[config.mk]
export PLATFORM = sky130hd
export DESIGN_NAME = rr_reg_arbiter
export DESIGN_NICKNAME = d
export VERILOG_FILES = /design/src/rtl/rr_reg_arbiter.sv
export SDC_FILE = /design/constraint.sdc
export NUM_CORES = 1
export LEC_CHECK = 0
export ABC_CLOCK_PERIOD_IN_PS = 2850
export BUFFER_PORTS_ARGS = -buffer_cell sky130_fd_sc_hd__buf_2
export CAP_MARGIN = 10
export CORE_ASPECT_RATIO = 0.8
export CORE_UTILIZATION = 45
export CTS_CLUSTER_SIZE = 10
export DETAILED_ROUTE_END_ITERATION = 8
export PLACE_DENSITY = 0.86
export SLEW_MARGIN = 20
export SYNTH_ARGS = -nofsm -noshare
export SYNTH_HDL_FRONTEND = slang
export SYNTH_SLANG_ARGS = --single-unit
[constraint.sdc]
create_clock -name clk -period 2.85 [get_ports clk]
set_input_delay 0.57 -clock clk [delete_from_list [all_inputs] [get_ports clk]]
set_output_delay 0.57 -clock clk [all_outputs]
set_load 0.03 [all_outputs]
[src/rtl/rr_reg_arbiter.sv]
// rtl/rr_reg_arbiter.sv - round-robin arbiter owning a shared capture register
// Optional owner lock lets the current owner keep the register for up to MAX_LOCK grants.
module rr_reg_arbiter #(
    parameter int NUM_REQ  = 4,
    parameter int DATA_W   = 8,
    parameter int MAX_LOCK = 4
) (
    input  logic                        clk,
    input  logic                        reset,
    input  logic [NUM_REQ-1:0]          req_i,
    input  logic [NUM_REQ-1:0]          lock_i,
    input  logic [NUM_REQ*DATA_W-1:0]   data_i,
    output logic [NUM_REQ-1:0]          gnt_o,
    output logic [DATA_W-1:0]           q_o,
    output logic [$clog2(NUM_REQ)-1:0]  q_owner_o,
    output logic                        q_valid_o
);
    localparam int OWN_W = $clog2(NUM_REQ);
    localparam int CNT_W = (MAX_LOCK > 1) ? $clog2(MAX_LOCK) : 1;

    typedef enum logic [1:0] {IDLE, GRANTED, LOCKED} state_t;

    state_t               r_state;
    state_t               w_state_nxt;
    logic [OWN_W-1:0]     r_ptr;
    logic [CNT_W-1:0]     r_hold;
    logic [NUM_REQ-1:0]   r_gnt;
    logic [DATA_W-1:0]    r_q;
    logic [OWN_W-1:0]     r_owner;
    logic                 r_valid;

    logic                 w_lock_win;
    logic                 w_found;
    logic [OWN_W-1:0]     w_rot;
    logic [OWN_W-1:0]     w_win;
    logic                 w_grant;
    logic [CNT_W-1:0]     w_hold_nxt;
    logic [OWN_W-1:0]     w_ptr_nxt;
    logic [DATA_W-1:0]    w_data;

    always_ff @(posedge clk or posedge reset) begin
        if (reset) begin
            r_state <= IDLE;
        end else begin
            r_state <= w_state_nxt;
        end
    end

    always_comb begin
        w_state_nxt = IDLE;
        w_found     = 1'b0;
        w_rot       = '0;
        w_hold_nxt  = '0;
        w_lock_win  = (r_state != IDLE) && req_i[r_owner] && lock_i[r_owner] &&
                      (r_hold < CNT_W'(MAX_LOCK - 1));
        // Scan starts at ptr, which already points one past the last winner.
        for (int i = 0; i < NUM_REQ; i++) begin
            if (!w_found && req_i[(int'(r_ptr) + i) % NUM_REQ]) begin
                w_found = 1'b1;
                w_rot   = OWN_W'((int'(r_ptr) + i) % NUM_REQ);
            end
        end
        w_win   = w_lock_win ? r_owner : w_rot;
        w_grant = w_lock_win || w_found;
        if (w_lock_win) begin
            w_state_nxt = LOCKED;
            w_hold_nxt  = r_hold + CNT_W'(1);
        end else if (w_found) begin
            w_state_nxt = GRANTED;
        end
        w_ptr_nxt = (w_win == OWN_W'(NUM_REQ - 1)) ? '0 : w_win + OWN_W'(1);
        w_data    = data_i[int'(w_win)*DATA_W +: DATA_W];
    end

    always_ff @(posedge clk or posedge reset) begin
        if (reset) begin
            r_ptr   <= '0;
            r_hold  <= '0;
            r_gnt   <= '0;
            r_q     <= '0;
            r_owner <= '0;
            r_valid <= 1'b0;
        end else if (w_grant) begin
            r_gnt   <= NUM_REQ'(1) << w_win;
            r_q     <= w_data;
            r_owner <= w_win;
            r_valid <= 1'b1;
            r_ptr   <= w_ptr_nxt;
            r_hold  <= w_hold_nxt;
        end else begin
            // Idle: the captured value and owner stay visible, only grant/valid drop.
            r_gnt   <= '0;
            r_valid <= 1'b0;
        end
    end

    assign gnt_o     = r_gnt;
    assign q_o       = r_q;
    assign q_owner_o = r_owner;
    assign q_valid_o = r_valid;
endmodule

# Yosys cells after proc, flatten, opt, wreduce, memory -nomap -nowiden
# Index checks and enable logic that the tools add are counted.
# totals
output_inout_bits,15
register_bits,21
in_bits,42
wordCells,68
# classes
reduce_logical,14
shift,2
order_cmp,6
n_addsub,5
n_mux,30
n_eq_ne,1
bitwise_logic,3
# ops
operator,count
$shiftx A32 B6 Y8,1
$mux W2,8
$mux W1,15
$bmux W1 S2,6
$lt A3 B4 Y1 const B,3
$add A2 B1 Y2 const B,3
$logic_and A1 B1 Y1,6
$lt A2 B3 Y1 const B,2
$reduce_or A2 Y1,3
$add A2 B2 Y2 const B,2
$mux W4,1
$shl A1 B2 Y4 const A,1
$and A1 B1 Y1 const A,3
$logic_not A1 Y1,3
$eq A2 B2 Y1 const B,1
$lt A2 B2 Y1 const B,1
$reduce_bool A2 Y1,1
$logic_or A1 B1 Y1,1

# Longest topological paths before layout
# Gate-level depths: netlist (run 1).
# logic_depth
word_depth,17
mapped_depth,9

# Worst setup path before layout (run 1)
# No wires, ideal clock.
# synth_timing
path_kind,reg2reg
start,reg r_owner[1] (netlist: q_owner_o[1])
end,reg r_q[6] (netlist: q_o[6])
arrival_time_ps,2020
path_slack_ps,707
path_buffers,1
stages_incl_launch_ff,8
cell_sequence,dfrtp_1 -> and3b_1 -> o211ai_4 -> o2111ai_4 -> nand2_4 -> buf_8 -> mux2_4 -> o221a_2
# synth_between
elab_chain_cells,7
# synth_rtl
item,line,source
start: declaration,29,logic [OWN_W-1:0] r_owner;
start signal: assignment,86,r_owner <= w_win;
$bmux W1 S2,54,w_lock_win = (r_state != IDLE) && req_i[r_owner] && lock_i[r_owner] &&
$mux W1 (implied by the code),54,
$logic_and A1 B1 Y1 (3 in a row),54,
$mux W2,63,w_win = w_lock_win ? r_owner : w_rot;
$shiftx A32 B6 Y8,72,w_data = data_i[int'(w_win)*DATA_W +: DATA_W];
end signal: assignment,85,r_q <= w_data;
end: declaration,28,logic [DATA_W-1:0] r_q;
# Parallel ways exist; a longest one is shown, timed or not. The select of a mux whose other input is x is not followed.
# A chain may end at the register's enable or synchronous reset.

# Worst setup path after layout (run 1)
# layout_timing
start,reg r_hold[0]
end,reg r_q[1] (netlist: q_o[1])
# layout_between
elab_chain_cells,4
# layout_rtl
item,line,source
start: declaration,26,logic [CNT_W-1:0] r_hold;
start signal: assignment,89,r_hold <= w_hold_nxt;
$lt A2 B2 Y1,55,(r_hold < CNT_W'(MAX_LOCK - 1));
$logic_and A1 B1 Y1,54,
$mux W2,63,
via w_win[0],35,logic [OWN_W-1:0] w_win;
$shiftx A32 B6 Y8,72,
# The timed path passes the listed nets, and every way through them passes these cells.

==> run summary, run 1 <==
residual DRC count -> 0
Initial Utilization -> 0.494
First DRT Iteration DRCs -> 48
WL per Instance -> 14.1 um
maximum VDD drop -> 0.579 mV
hold_ws -> 0.385 ns
Overflow after GRT -> 0
count of warnings emitted by yosys -> 0
Async SR Flop Fraction -> 1.00
final setup fails -> 0
Worst R2R Setup Slack -> 0.53 ns
vias in the first global route -> 1113
Resize count post-CTS -> 0
CP Max Fanout -> 11
Worst R2R End -> q_o[1]$_DFFE_PP0P_
Post-synth EDFFs -> 0
Rows -> 16
Max clock buf depth -> 2
sequential cell area -> 526 um2
Syn Nets -> 159
Yosys top cell area share -> 0.418
Compound-Gate Fraction of Synth Area -> 0.237
Max Cap Violations -> 0
chip height -> 49.3 um
M1 WL -> 1300 um
main combinational cell family by area after synthesis -> compound AO/OA/AOI/OAI gates
routed wire length -> 2900 um
GPL Wtd Cong -> 0.840
critical-path cell list -> ha_1, o21ba_2, o211ai_4, o2111ai_4, nand2_4, nor2_2, clkinv_2, mux2i_1, o221ai_1
status -> finished clean
H-tree depth -> 1
largest area contributor in the netlist -> dfrtp_1
most frequent cells in the layout -> 56 x buf_2, 21 x dfrtp_1, 14 x nand2_1, 10 x mux2i_1
drt pass-1 iters -> 4
CTS tree -> built
Post-Synth Simple-Gate Area -> 0.132
met2 WL -> 1420 um
Synth Area in Adders -> 0.0498
min Tclk post-route -> 2.32 ns
first-pass GRT wire length -> 4710 um
Critical Path Sink Type -> flop
post-CTS setup buffer count -> 0
# hold bufs at CTS -> 0
CP bufs+invs -> 1
Die ar. -> 0.00301 mm2
Worst-Margin Slew -> 0.774 ns
crit-path leading delay family -> compound AO/OA/AOI/OAI gates
mux contribution to synthesized area -> 0.125
DR top layer -> met4
Critical Path AT -> 2.48 ns
CP peak stage delay -> 0.41 ns
Final Hold Fails -> 0
Die X -> 61.1 um
Reg2Reg Depth -> 9
Vias/cell -> 5.42
fmax -> 0.430 GHz
initial antenna violation count -> 0
Mapped Area -> 0.00126 mm2
GRT Resource Usage Total -> 0.207
layout cells sized above 1 -> 0.441
Antenna Nets Post-Route -> 0
Cell Pwr Density -> 1120 mW/mm2
Pins Over Slew Limit -> 0
HPWL after detailed placement -> 2330 um
Layout Skew -> 0.00851 ns
cts bufs inserted -> 3
CTS Sinks -> 21
multi-input gate area in the final layout -> 689 um2
post-route cell area -> 0.00160 mm2
leakage -> 0.805 nW
Core Region -> 0.00254 mm2
Primary FF master, synth -> dfrtp_1
Min-Delay Path Class -> primary input to asynchronous set/reset pin
P&R area growth vs syn -> 27.5%
fin crit share -> 0.815
Clk Latency, worst-skew pair -> 0.30 ns
Syn Area/Cell -> 11.2 um2
number of synthesized register bits -> 21
XOR/XNOR Fraction of Synth Area -> 0
Final nets -> 218
top cells by area, synth -> dfrtp_1 42%, mux2i_1 8.0%, ha_1 5.0%
Synth cell types -> 41
Mapped Cells -> 112
commonest non-fill, non-tap cell in the layout -> buf_2
Placed Area -> 0.00158 mm2
total negative slack -> 0 ns
CP max stage cell -> dfrtp_1
Startpoint Class -> flop
worst path required time -> 3.00 ns
antenna cells -> 0
Slew headroom -> 0.484
number of port buffers -> 56
fillcell total -> 221
worst r2r src -> r_hold[0]$_DFFE_PP0P_
clk slew on worst S/H paths -> 0.11 ns
WL met3 -> 172 um
RSZ-0062 raised after global routing -> false
largest net degree at the start of global routing -> 22
IO Count -> 57
total number of vias -> 1116
Seq/Total Area, Yosys -> 0.418
Setup CP Type -> flop to flop
CTS root buf -> clkbuf_4
## cells in the mapped netlist (2+ instances only)
library cell  instances
nor2b_1               2
inv_1                 4
mux2_4                3
o221ai_1              5
nand2_1              14
a311o_1               3
mux2i_1              10
a21oi_1               4
clkbuf_1              2
and2_1                4
ha_1                  5
nand3_1               2
nand2b_1              2
nor2_1                2
o221a_2               2
dfrtp_1              21
a21boi_0              3
## metrics by stage
step / util / std cells / setup WS [ns] / total power, W
2_1_floorplan: - / 112 / 0.707 / 0.00142
3_3_place_gp: 0.620 / 202 / 0.433 / 0.00162
3_5_place_dp: 0.620 / 202 / 0.324 / 0.00166
4_1_cts: 0.630 / 206 / 0.527 / 0.00180
5_1_grt: 0.630 / 206 / 0.358 / 0.00192
6_report: 0.630 / 206 / 0.526 / 0.00180
## kinds of logic (layout without fill, tap and decap cells)
| logic type | after synthesis | in the layout |
|---|---|---|
| buffers and inverters | 9 | 67 |
| AO/OA/AOI/OAI | 31 | 31 |
| adder cells (fa/ha/maj) | 5 | 5 |
| flip-flops | 21 | 21 |
| multiplexers | 14 | 14 |
| AND/OR/NAND/NOR | 32 | 32 |
## worst reg2reg max path, stage by stage, from the launching register on
cell and delay, ns:
dfrtp_1 0.41, ha_1 0.19, o21ba_2 0.33, o211ai_4 0.13, o2111ai_4 0.18, nand2_4 0.21
nor2_2 0.20, clkinv_2 0.18, mux2i_1 0.19, o221ai_1 0.16
## how the worst max path moves through the flow
stage / from / end / slack [ns] / depth (start not counted)
3_3_place_gp: req_i[2] / q_o[7]$_DFFE_PP0P_ / 0.43 / 9
5_1_grt: r_hold[0]$_DFFE_PP0P_ / q_o[1]$_DFFE_PP0P_ / 0.36 / 9
3_5_place_dp: req_i[2] / q_o[4]$_DFFE_PP0P_ / 0.32 / 7
2_1_floorplan: q_owner_o[1]$_DFFE_PP0P_ / q_o[6]$_DFFE_PP0P_ / 0.71 / 7
4_1_cts: r_hold[0]$_DFFE_PP0P_ / q_o[1]$_DFFE_PP0P_ / 0.53 / 9
6_report: r_hold[0]$_DFFE_PP0P_ / q_o[1]$_DFFE_PP0P_ / 0.53 / 9
## area by class of cell
class                      count  share of cell area
tap                           36              0.0281
sequential                    21               0.328
inverter                       5              0.0125
multi-input combinational     82               0.430
clock buffer                   4              0.0164
timing repair buffer          58               0.184
## power by group
part / switching [W] / internal (W) / leakage (nW) / total (W)
Combinational: 0.000666 / 0.000458 / 0.539 / 0.00112
Clock: 0.0000849 / 0.0000545 / 0.0150 / 0.000139
Sequential: 0.0000961 / 0.000438 / 0.251 / 0.000534
## sequential cells by signal, indices dropped and copies added, names as in the netlist
signal and cells:
gnt_o 4, r_hold 2, q_owner_o 2, q_valid_o 1, r_state 2, q_o 8, r_ptr 2
## layer usage
layer	vias up	GRT usage
met1	532	0.253
met4	0	0.0379
li1	537	-
met3	2	0.0504
met2	45	0.366
met5	-	0
Note: power is estimated with default switching activity, not from simulation.
==> run 2: changes to the inputs <==
ABC_CLOCK_PERIOD_IN_PS = 2050   (was 2850)
CORE_UTILIZATION = 42   (was 45)
PLACE_DENSITY = 0.85   (was 0.86)
clock period = 2.05 ns   (was 2.85 ns; I/O delays follow)
==> run 2 against run 1 <==
Die area grew 6.9%. Final cell count grew 6.3%. Clock skew shrank 0.0079 ns. Clock power grew 100%. Fmax grew 19%. Sequential share of layout area shrank 2.4 points. Worst setup slack lost 0.42 ns. Sequential cell count is the same. Wire length grew 4.4%. Via count grew 3.7%. Non-clock buffer count grew 11.
==> run summary, run 2 (synthesis gave the netlist of run 1 again) <==
commonest non-fill, non-tap cell in the layout -> buf_2
Setup CP Type -> flop to flop
CTS Sinks -> 21 (unchanged)
status -> finished clean
Pins Over Slew Limit -> 0 (unchanged)
Die X -> 63.1 um (+3.4%)
final setup fails -> 0 (unchanged)
P&R area growth vs syn -> 38.3%
Clk Latency, worst-skew pair -> 0.26 ns (-0.04 ns)
Final Hold Fails -> 0 (unchanged)
worst path required time -> 2.20 ns (-0.80 ns)
vias in the first global route -> 1155 (+3.8%)
most frequent cells in the layout -> 56 x buf_2, 19 x dfrtp_1, 13 x nand2_1, 11 x buf_4, 10 x mux2i_1
First DRT Iteration DRCs -> 23 (-52%)
antenna cells -> 0 (unchanged)
sequential cell area -> 528 um2 (+0.48%)
Max Cap Violations -> 0 (unchanged)
fin crit share -> 0.949 (+0.133)
Layout Skew -> 0.000653 ns (-0.00786 ns)
number of port buffers -> 56 (unchanged)
Critical Path Sink Type -> flop
CP peak stage delay -> 0.39 ns (-0.02 ns)
GRT Resource Usage Total -> 0.203 (-0.00456)
sw power -> 0.00126 W (+49%)
Min-Delay Path Class -> primary input to asynchronous set/reset pin
clock share of power -> 0.098 (+0.020)
layout cells sized above 1 -> 0.497 (+0.0561)
Rows -> 17 (+1)
maximum VDD drop -> 0.814 mV (+41%)
CTS root buf -> clkbuf_8
Final WS setup -> 0.105 ns (-0.421 ns)
leakage -> 0.875 nW (+8.7%)
Initial Utilization -> 0.447 (-0.0467)
Overflow after GRT -> 0 (unchanged)
Max clock buf depth -> 2 (unchanged)
cts bufs inserted -> 3 (unchanged)
CTS tree -> built
Final nets -> 229 (+5.0%)
HPWL after detailed placement -> 2360 um (+1.2%)
first-pass GRT wire length -> 5020 um (+6.8%)
Startpoint Class -> flop
IO Count -> 57 (unchanged)
sw frac -> 0.440 (-0.0309)
fillcell total -> 242 (+9.5%)
max FFs per register -> 8 (unchanged)
combinational share of power -> 0.643 (+0.018)
Antenna Nets Post-Route -> 0 (unchanged)
GPL Wtd Cong -> 0.821 (-2.2%)
Placed Area -> 0.00163 mm2 (+3.6%)
Worst-Margin Slew -> 0.779 ns (+0.00514 ns)
Slew headroom -> 0.480 (-0.00343)
fmax -> 0.514 GHz (+19%)
H-tree depth -> 1 (unchanged)
Cell Pwr Density -> 1640 mW/mm2 (+47%)
Die ar. -> 0.00322 mm2 (+6.9%)
initial antenna violation count -> 0 (unchanged)
CP max stage cell -> dfrtp_1
Critical Path AT -> 2.10 ns (-0.38 ns)
Vias/cell -> 5.28 (-2.5%)
critical-path cell list -> ha_1, o21ba_4, o211ai_4, o2111ai_4, nand2_4, buf_12, mux2_4, o221a_2
drt pass-1 iters -> 4 (unchanged)
routed wire length -> 3030 um (+4.4%)
internal power -> 0.00160 W (+68%)
dpl ws -> -0.0940 ns (-0.418 ns)
largest net degree at the start of global routing -> 22 (unchanged)
WL per Instance -> 13.8 um (-1.8%)
total number of vias -> 1157 (+3.7%)
multi-input gate area in the final layout -> 698 um2 (+1.3%)
clk slew on worst S/H paths -> 0.08 ns (-0.03 ns)
hold_ws -> 0.281 ns (-0.105 ns)
min Tclk post-route -> 1.94 ns (-0.379 ns)
Flop pwr share -> 0.258 (-0.039)
residual DRC count -> 0 (unchanged)
chip height -> 50.9 um (+3.4%)
CP Max Fanout -> 4 (-7)
Core Region -> 0.00281 mm2 (+10%)
post-route cell area -> 0.00174 mm2 (+8.5%)
## run 2: cell count changes in the layout (fill, tap and decap cells not counted), sizes merged
cell      delta
buf         +11
clkbuf       -1
clkinv       -1
clkinvlp     +1
inv          +1
## run 2: area by class of cell
| class | count | share of cell area |
|---|---|---|
| multi-input combinational | 82 | 0.402 |
| clock inverter | 1 | 0.00432 |
| sequential | 21 | 0.304 |
| clock buffer | 3 | 0.0238 |
| tap | 38 | 0.0274 |
| inverter | 5 | 0.0122 |
| timing repair buffer | 69 | 0.227 |
## run 2: stage by stage
step                      cells   util  total power, W  setup TNS, ns
after floorplan             112      -         0.00197              0
after global placement      211  0.581         0.00235        -0.0163
after detailed placement    211  0.581         0.00243         -0.328
after CTS                   215  0.598         0.00272              0
after global routing        219  0.619         0.00306        -0.0171
final                       219  0.619         0.00286              0
## run 2: power by group through the flow
stage          Clock [W]  Sequential [W]  Combinational [W]
6_report        0.000281        0.000739            0.00184
5_1_grt         0.000305        0.000765            0.00199
4_1_cts         0.000287        0.000747            0.00169
3_5_place_dp           0        0.000750            0.00168
3_3_place_gp           0        0.000747            0.00161
2_1_floorplan          0        0.000995           0.000976
## run 2: worst paths after layout
check                                       from                        to  slack [ns]  cells after the start
max in group asynchronous                  reset  q_owner_o[0]$_DFFE_PP0P_        1.23                      2
max                        r_hold[0]$_DFFE_PP0P_        q_o[4]$_DFFE_PP0P_        0.11                      8
min in group clk                      data_i[31]        q_o[7]$_DFFE_PP0P_        0.46                      3
min reg2reg                   q_o[7]$_DFFE_PP0P_        q_o[7]$_DFFE_PP0P_        0.49                      2
max reg2reg                r_hold[0]$_DFFE_PP0P_        q_o[4]$_DFFE_PP0P_        0.11                      8
min                                        reset        q_o[2]$_DFFE_PP0P_        0.28                      2
## run 2: routing by layer
layer  part of all wire  routed length [um]  GRT usage  vias up
met4             0.0099                  30     0.0736        0
met2               0.49                1480      0.371       57
met3              0.073                 221     0.0335        4
li1                   -                   -          -      554
met1               0.43                1290      0.241      542
met5                  0                   0          0        -
## run 2: worst max-delay path: cells and delay by family, from the launching register on
kind | cells | cell delay, ns
buffers and inverters | 1 | 0.15
AOI/OAI and AO/OA | 4 | 0.71
and+or+nand+nor | 1 | 0.11
adders and majority gates | 1 | 0.19
muxes | 1 | 0.29
DFF | 1 | 0.39
## run 2: what timing repair did
item,4_1_cts,5_1_grt
resized for setup,0,5
setup endpoints to repair,0,11
hold buffers,0,0
setup buffers,0,4
hold endpoints to repair,0,0
==> run 3: changes to the inputs <==
ABC_CLOCK_PERIOD_IN_PS = 1730   (was 2050)
HOLD_SLACK_MARGIN = 0.15   (was not set)
clock period = 1.73 ns   (was 2.05 ns; I/O delays follow)
==> run 3 against run 2 <==
The flow now finishes with violations (negative setup slack). Via count increased by 5.3%. Critical path depth is 1 higher. Final area grew 11%.
==> run summary, run 3 (synthesis gave the netlist of run 1 again) <==
Reg2Reg Depth -> 9 (+1)
failing checks -> negative setup slack
layout cells sized above 1 -> 0.593 (+0.0955)
CTS tree -> built
CTS Sinks -> 21 (unchanged)
routed wire length -> 3550 um (+17%)
largest net degree at the start of global routing -> 22 (unchanged)
antenna cells -> 0 (unchanged)
cts bufs inserted -> 3 (unchanged)
sequential cell area -> 529 um2 (+0.24%)
commonest non-fill, non-tap cell in the layout -> buf_2
total number of vias -> 1218 (+5.3%)
Worst R2R Setup Slack -> -0.22 ns (-0.33 ns)
Die X -> 63.1 um (unchanged)
RSZ-0062 raised after global routing -> true
residual DRC count -> 0 (unchanged)
P&R area growth vs syn -> 53.5%
CP Max Fanout -> 8 (+4)
Final WS setup -> -0.222 ns (-0.328 ns)
Worst-Margin Slew -> 0.427 ns (-0.352 ns)
fin crit share -> 1.13 (+0.180)
Setup CP Type -> flop to flop
Min-Delay Path Class -> primary input to flop
clk slew on worst S/H paths -> 0.08 ns (about the same)
crit-path leading delay family -> compound AO/OA/AOI/OAI gates
Startpoint Class -> flop
IO Count -> 57 (unchanged)
Rows -> 17 (unchanged)
Pins Over Slew Limit -> 0 (unchanged)
sw frac -> 0.437 (-0.00293)
critical-path cell list -> ha_2, o21ba_4, buf_4, a211oi_2, a21oi_1, buf_4, buf_4, a311o_1, o221a_4
most frequent cells in the layout -> 56 x buf_2, 22 x buf_4, 18 x dfrtp_1, 13 x nand2_1, 8 x mux2i_1
HPWL after detailed placement -> 2660 um (+13%)
max FFs per register -> 8 (unchanged)
Flop pwr share -> 0.235 (-0.023)
chip height -> 50.9 um (unchanged)
min Tclk post-route -> 1.95 ns (+0.00752 ns)
Critical Path AT -> 2.10 ns (about the same)
internal power -> 0.00214 W (+34%)
fillcell total -> 230 (-5.0%)
Critical Path Sink Type -> flop
Final nets -> 242 (+5.7%)
first-pass GRT wire length -> 5580 um (+11%)
total negative slack -> -1.84 ns (-1.84 ns)
Max Cap Violations -> 0 (unchanged)
Levels on crit path -> 9 (+1)
Die ar. -> 0.00322 mm2 (unchanged)
Design Power -> 0.00380 W (+33%)
drt pass-1 iters -> 4 (unchanged)
Initial Utilization -> 0.447 (unchanged)
GRT Resource Usage Total -> 0.230 (+0.0267)
final setup fails -> 13 (+13)
clock share of power -> 0.083 (-0.015)
dpl ws -> -0.314 ns (-0.220 ns)
Crit path top cell by count -> buf_4
Core Region -> 0.00281 mm2 (unchanged)
CP max stage cell -> dfrtp_1
Final Hold Fails -> 0 (unchanged)
multi-input gate area in the final layout -> 781 um2 (+12%)
CP bufs+invs -> 3 (+2)
initial antenna violation count -> 0 (unchanged)
Core Util, Final -> 0.687 (+0.0677)
Max clock buf depth -> 2 (unchanged)
maximum VDD drop -> 1.14 mV (+41%)
CTS root buf -> clkbuf_8
Placed Area -> 0.00177 mm2 (+8.7%)
WL per Instance -> 15.3 um (+11%)
post-route cell area -> 0.00193 mm2 (+11%)
sw power -> 0.00166 W (+32%)
First DRT Iteration DRCs -> 45 (+96%)
Slew headroom -> 0.714 (+0.233)
H-tree depth -> 1 (unchanged)
vias in the first global route -> 1286 (+11%)
Vias/cell -> 5.25 (-0.63%)
Antenna Nets Post-Route -> 0 (unchanged)
Overflow after GRT -> 0 (unchanged)
Cell Pwr Density -> 1970 mW/mm2 (+20%)
status -> finished with violations
CP peak stage delay -> 0.36 ns (-0.03 ns)
Layout Skew -> 0.00832 ns (+0.00766 ns)
fmax -> 0.512 GHz (-0.39%)
Clk Latency, worst-skew pair -> 0.26 ns (about the same)
leakage -> 0.939 nW (+7.3%)
GPL Wtd Cong -> 0.813 (-1.0%)
worst path required time -> 1.88 ns (-0.32 ns)
combinational share of power -> 0.682 (+0.039)
number of port buffers -> 56 (unchanged)
WHS Path Cells -> 3
run 3: cell types whose count changed in the layout (fill, tap and decap cells not counted), moves of 2 or more:
cell / previous run / this run
mux2i_1: 10 / 8
ha_2: 0 / 2
buf_4: 11 / 22
o221a_4: 0 / 2
ha_1: 5 / 1
ha_4: 0 / 2
and2_1: 4 / 2
o221a_2: 2 / 0
and2_4: 0 / 2
mux2i_2: 0 / 2
run 3: final cells by class:
cell class	count	share of cell area
timing repair buffer	82	0.260
sequential	21	0.274
multi-input combinational	82	0.405
inverter	5	0.0123
clock buffer	4	0.0234
tap	38	0.0247
run 3: per-stage QoR:
stage	hold WS [ns]	instances
after CTS	0.398	232
final	0.392	232
after global routing	0.407	232
after global placement	0.382	226
after floorplan	0.322	112
after detailed placement	0.385	226
run 3: timing repair:
action / 4_1_cts / 5_1_grt
gates resized for setup: 8 / 15
pin swaps: 3 / 5
setup endpoints to repair: 13 / 13
buffers inserted: 1 / 0
hold buffers: 1 / 0
endpoints found under the hold margin: 21 / 0
run 3: layer usage:
layer,share of wire,up-vias,track usage,wire length [um]
li1,-,579,-,-
met1,0.42,578,0.261,1480
met2,0.51,57,0.434,1820
met3,0.064,4,0.0469,227
met4,0.0054,0,0.0698,19
met5,0,-,0,0
run 3: power by group through the flow:
stage	logic, W	clock network (W)	registers (W)
3_3_place_gp	0.00218	0	0.000872
6_report	0.00259	0.000315	0.000892
5_1_grt	0.00276	0.000346	0.000912
3_5_place_dp	0.00230	0	0.000878
2_1_floorplan	0.00119	0	0.00119
4_1_cts	0.00243	0.000316	0.000881
run 3: final timing paths:
kind	start	end
worst min register to register	q_o[5]$_DFFE_PP0P_	q_o[5]$_DFFE_PP0P_
worst max-delay path	r_hold[1]$_DFFE_PP0P_	q_o[6]$_DFFE_PP0P_
worst max register to register	r_hold[1]$_DFFE_PP0P_	q_o[6]$_DFFE_PP0P_
max in group asynchronous	reset	r_ptr[1]$_DFFE_PP0P_
min in group asynchronous	reset	q_owner_o[0]$_DFFE_PP0P_
worst min-delay path	data_i[19]	q_o[3]$_DFFE_PP0P_
run 3: worst register-to-register path: cells and delay by family, from the launching register on:
| family | cells | cell delay, ns |
|---|---|---|
| AO/OA/AOI/OAI | 5 | 0.86 |
| adder cells (fa/ha/maj) | 1 | 0.17 |
| buffers and inverters | 3 | 0.47 |
| flip-flops | 1 | 0.36 |
